$ cat config.mk
export PLATFORM = sky130hd
export DESIGN_NAME = divide_control
export DESIGN_NICKNAME = d
export VERILOG_FILES = /design/src/rtl/divide_control.sv
export SDC_FILE = /design/constraint.sdc
export NUM_CORES = 1
export LEC_CHECK = 0
export ABC_AREA = 1
export BUFFER_PORTS_ARGS = -buffer_cell sky130_fd_sc_hd__buf_2
export CAP_MARGIN = 20
export CORE_AREA = 5 5 42 44
export DETAILED_ROUTE_END_ITERATION = 7
export DIE_AREA = 0 0 47 49
export GPL_TIMING_DRIVEN = 1
export PLACE_DENSITY = 0.74
export SYNTH_ARGS = -nofsm -noshare
export SYNTH_HDL_FRONTEND = slang
export SYNTH_SLANG_ARGS = --single-unit
$ cat constraint.sdc
create_clock -name clk -period 1.86 [get_ports clk]
set_clock_uncertainty 0.05 [all_clocks]
set_input_delay 0.372 -clock clk [delete_from_list [all_inputs] [get_ports clk]]
set_output_delay 0.372 -clock clk [all_outputs]
set_load 0.05 [all_outputs]
$ cat src/rtl/divide_control.sv
// Sequencer for a restoring shift-subtract divider: one load, WIDTH shift/subtract
// iterations, then Ready held until Run drops. A zero divisor skips iteration.
//
// state | meaning
// IDLE  | waiting for Run; Div_zero sampled here only
// LOAD  | dividend into Rem_lo, Rem_hi cleared
// SHIFT | Rem/Quo register shifted left by one
// SUB   | trial subtract; write-back and quotient bit when the difference is >= 0
// DONE  | result (or divide-by-zero flag) valid until Run drops
module divide_control #(
  parameter int WIDTH = 32,
  parameter int CNT_W = 6
) (
  input  logic             clk,
  input  logic             Reset_n,
  input  logic             Run,
  input  logic             Div_zero,
  input  logic             Rem_sign,
  output logic             Load_ctrl,
  output logic             SLL_ctrl,
  output logic             Sub_ctrl,
  output logic             W_ctrl,
  output logic             Q_set,
  output logic             Busy,
  output logic             Ready,
  output logic             Dz_flag,
  output logic [CNT_W-1:0] Iter_count
);

  typedef enum logic [2:0] {
    IDLE  = 3'd0,
    LOAD  = 3'd1,
    SHIFT = 3'd2,
    SUB   = 3'd3,
    DONE  = 3'd4
  } state_t;

  localparam logic [CNT_W-1:0] LAST_CNT = CNT_W'(WIDTH);
  localparam logic [CNT_W-1:0] CNT_ONE  = {{(CNT_W-1){1'b0}}, 1'b1};

  state_t           state_q, state_d;
  logic [CNT_W-1:0] cnt_q, cnt_d;
  logic             dz_q, dz_d;
  logic [CNT_W-1:0] cnt_inc;

  assign cnt_inc = cnt_q + CNT_ONE;

  always_ff @(posedge clk or negedge Reset_n) begin
    if (!Reset_n) begin
      state_q <= IDLE;
      cnt_q   <= '0;
      dz_q    <= 1'b0;
    end else begin
      state_q <= state_d;
      cnt_q   <= cnt_d;
      dz_q    <= dz_d;
    end
  end

  always_comb begin
    state_d = state_q;
    cnt_d   = cnt_q;
    dz_d    = dz_q;
    case (state_q)
      IDLE: begin
        if (Run) begin
          if (Div_zero) begin
            state_d = DONE;
            dz_d    = 1'b1;
          end else begin
            state_d = LOAD;
            dz_d    = 1'b0;
          end
        end
      end
      LOAD: begin
        cnt_d   = '0;
        state_d = Run ? SHIFT : IDLE;
      end
      SHIFT: begin
        if (!Run) begin
          state_d = IDLE;
          cnt_d   = '0;
        end else begin
          state_d = SUB;
        end
      end
      SUB: begin
        if (!Run) begin
          state_d = IDLE;
          cnt_d   = '0;
        end else begin
          cnt_d   = cnt_inc;
          state_d = (cnt_inc == LAST_CNT) ? DONE : SHIFT;
        end
      end
      DONE: begin
        if (!Run) state_d = IDLE;
      end
      default: begin
        state_d = IDLE;
        cnt_d   = '0;
      end
    endcase
  end

  // Write-back is suppressed when Run drops in SUB so an aborted pass leaves Rem_hi untouched.
  assign Load_ctrl  = (state_q == LOAD);
  assign SLL_ctrl   = (state_q == SHIFT);
  assign Sub_ctrl   = (state_q == SUB);
  assign W_ctrl     = (state_q == SUB) & ~Rem_sign & Run;
  assign Q_set      = W_ctrl;
  assign Busy       = (state_q == LOAD) | (state_q == SHIFT) | (state_q == SUB);
  assign Ready      = (state_q == DONE);
  assign Dz_flag    = dz_q;
  assign Iter_count = cnt_q;

endmodule
==> summary.md <==
| Metric | Value |
|---|---|
| Largest net degree at the start of global routing | 11 |
| Hold crit path type | in -> reg |
| Worst skew pair latency | 0.26 ns |
| Final worst-path cycle share | 0.957 |
| Crit Path Max Fanout | 6 |
| CP endpoint kind | primary output |
| Fin crit period | 1.78 ns |
| Final Cell Area | 807 um2 |
| RSZ-0062 raised after global routing | false |
| Final wirelength | 1390 um |
| Routed vias | 597 |
| Final TNS setup | 0 ns |
| Clock transition at the registers of the reported paths | 0.07 ns |
| Syn Nets | 88 |
| Detail Route Antenna Nets | 0 |
| Final core utilization | 0.576 |
| Fin. Hold Viols | 0 |
| Number of buffers created by CTS | 3 |
| Arr. time, crit path | 1.36 ns |
| Filler cell count | 142 |
| Worst-Margin Slew | 0.423 ns |
| Total core area | 1400 um2 |
| Pwr Total | 858 uW |
| Hold EP | state_q[0]$_DFFE_PN0P_ |
| Pwr dens | 1060 nW/um2 |
| FF-to-FF setup slack | 0.39 ns |
| First-pass GRT wire length | 2280 um |
| Reg-to-reg startpoint | Iter_count[1]$_DFFE_PN0P_ |
| WL/cell | 11.4 um |
| Die area | 2300 um2 |
| Reg-to-reg endpoint | state_q[1]$_DFFE_PN0P_ |
| CP startpoint | state_q[1]$_DFFE_PN0P_ |
| Clk sinks | 10 |
| Root Buffer | clkbuf_4 |
| Initial antenna violation count | 0 |
| IO Port Bufs | 18 |
| Internal power | 464 uW |
| Synthesized instance count | 82 |
| Residual overflow from global routing | 0 |
| ANT cells | 0 |
| Slew Limit Fails | 0 |
| Hold path startpoint | Div_zero |
| H-tree depth | 1 |
| Area occupied by multi-input gates | 315 um2 |
| DRT iter0 DRCs | 20 |
| Distinct cells, synth | 21 |
| I/O pin cnt | 19 |
| Vias in the first global route | 577 |
| Status | complete, no violations |
| Die Ht | 49 um |
| Worst Reg2Reg Path Length in Cells | 8 |
| Total Routing Usage GR | 0.133 |
| # setup viols final | 0 |
| WHS Path Cells | 2 |
| CP startpoint kind | flip-flop |
| Sw Ratio | 0.460 |
| Worst vdd ir | 863 uV |
| Worst Setup Path Type | reg -> out |
| CTS tree | yes |
| Area growth, synth to finish | 30.0% |
| NetSw | 395 uW |
| Max Cap Viol | 0 |
| Initial Util | 0.443 |
| Seq/Total Area, Yosys | 0.403 |
| DRC viols | 0 |
| Synth Area per Inst | 7.57 um2 |
| Seq cells post-synth | 10 |
| Std-Cell Rows | 14 |
| LEAKAGE | 0.000459 uW |
| Die Wd | 47 um |
| Drt first pass iters | 4 |
| Clock buffer depth | 2 |
| Clock power frac | 0.221 |
| Placed Area | 727 um2 |
| Detail Placement HPWL | 1060 um |
| Gate power share | 0.445 |
| Register area | 251 um2 |
| Layout cell share with drive strength beyond 1 | 0.333 |
| Required time worst endpoint | 1.44 ns |
| Final #Nets | 112 |
| Slew Limit Headroom | 0.711 |
| Vias/cell | 4.93 |
| Hold_ws | 0.315 ns |
| Post-synthesis cell area | 621 um2 |
| Peak Freq | 562 MHz |
| GPL Wtd Cong | 0.844 |
| Seq pwr share | 0.334 |
| Synth Warn # | 0 |
-- cells in the final DEF (no fill, tap or decap), types with 2 or more instances in the layout --
| cell | count |
|---|---|
| buf_2 | 16 |
| dfrtp_1 | 9 |
| nand2_1 | 20 |
| nor2_1 | 7 |
| buf_8 | 2 |
| nand4_1 | 2 |
| buf_4 | 2 |
| o21ai_0 | 8 |
| inv_2 | 2 |
| nand3_1 | 6 |
| nor2_2 | 2 |
| clkbuf_4 | 3 |
| nor2_4 | 2 |
| a21oi_1 | 2 |
| inv_1 | 11 |
-- flip-flops by register name, summed over array words and instances, names as in the netlist --
| signal | cells |
|---|---|
| Iter_count | 6 |
| Dz_flag | 1 |
| state_q | 3 |
-- Yosys cell counts --
master	n	share of area
nand2_1	20	0.12
inv_1	12	0.073
dfrtp_1	10	0.40
nor2_1	8	0.048
o21ai_0	8	0.065
nand3_1	6	0.048
a21oi_1	2	0.016
nand4_1	2	0.020
nor2_2	2	0.020
a2111oi_0	1	0.014
buf_4	1	0.012
buf_6	1	0.018
ha_1	1	0.020
inv_2	1	0.0060
nand2_4	1	0.018
nand3_2	1	0.016
nor2_4	1	0.018
nor2_8	1	0.032
nor3_1	1	0.0081
nor4_1	1	0.010
o31ai_1	1	0.012
-- worst max-delay path by stage --
stage                     endpoint  depth (start not counted)  slack, ns
after floorplan             W_ctrl                          7      -0.13
after global placement      W_ctrl                          6       0.26
after detailed placement     Q_set                          6       0.22
after CTS                    Q_set                          7      -0.06
after global routing          Busy                          5      0.004
final                         Busy                          5       0.08
-- power groups by stage --
stage,combinational [uW],sequential [uW],clock [uW]
after floorplan,261,327,0
after global placement,376,287,0
after detailed placement,377,289,0
after CTS,380,284,197
after global routing,410,291,204
final,382,287,189
-- kinds of logic after synthesis --
logic type	count (synthesis)	share of synthesized area
AO/OA/AOI/OAI	12	0.107
adder cells (fa/ha/maj)	1	0.0202
buffers and inverters	15	0.109
flip-flops	10	0.403
AND/OR/NAND/NOR	44	0.361
-- area by class of cell --
type,count,share of cell area
clock buffer,4,0.0450
sequential,10,0.312
multi-input combinational,57,0.391
timing repair buffer,21,0.167
inverter,13,0.0605
tap,16,0.0248
-- timing repair --
item | CTS | global route
gates resized for setup | 0 | 11
setup buffers | 0 | 1
endpoints found under the hold margin | 10 | 0
hold buffers | 1 | 0
endpoints found under the setup margin | 2 | 4
-- per-layer routing --
layer	routed length, um	up-vias	GRT usage
met5	0	-	0
met4	23	0	0.0553
met3	75	4	0.0369
met2	692	17	0.217
met1	592	269	0.156
li1	-	307	-
-- stage by stage --
stage	worst slack, ns	instances
after detailed placement	0.223	115
after global routing	0.00388	121
final	0.0798	121
after floorplan	-0.130	82
after CTS	-0.0556	120
after global placement	0.261	115
-- worst max-delay path: stages (launching register included) --
cell and delay, ns:
dfrtp_2 0.43, inv_1 0.07, nand2_1 0.12, inv_1 0.12, nor2_1 0.09, buf_2 0.26
(Power assumes the default switching activity.)
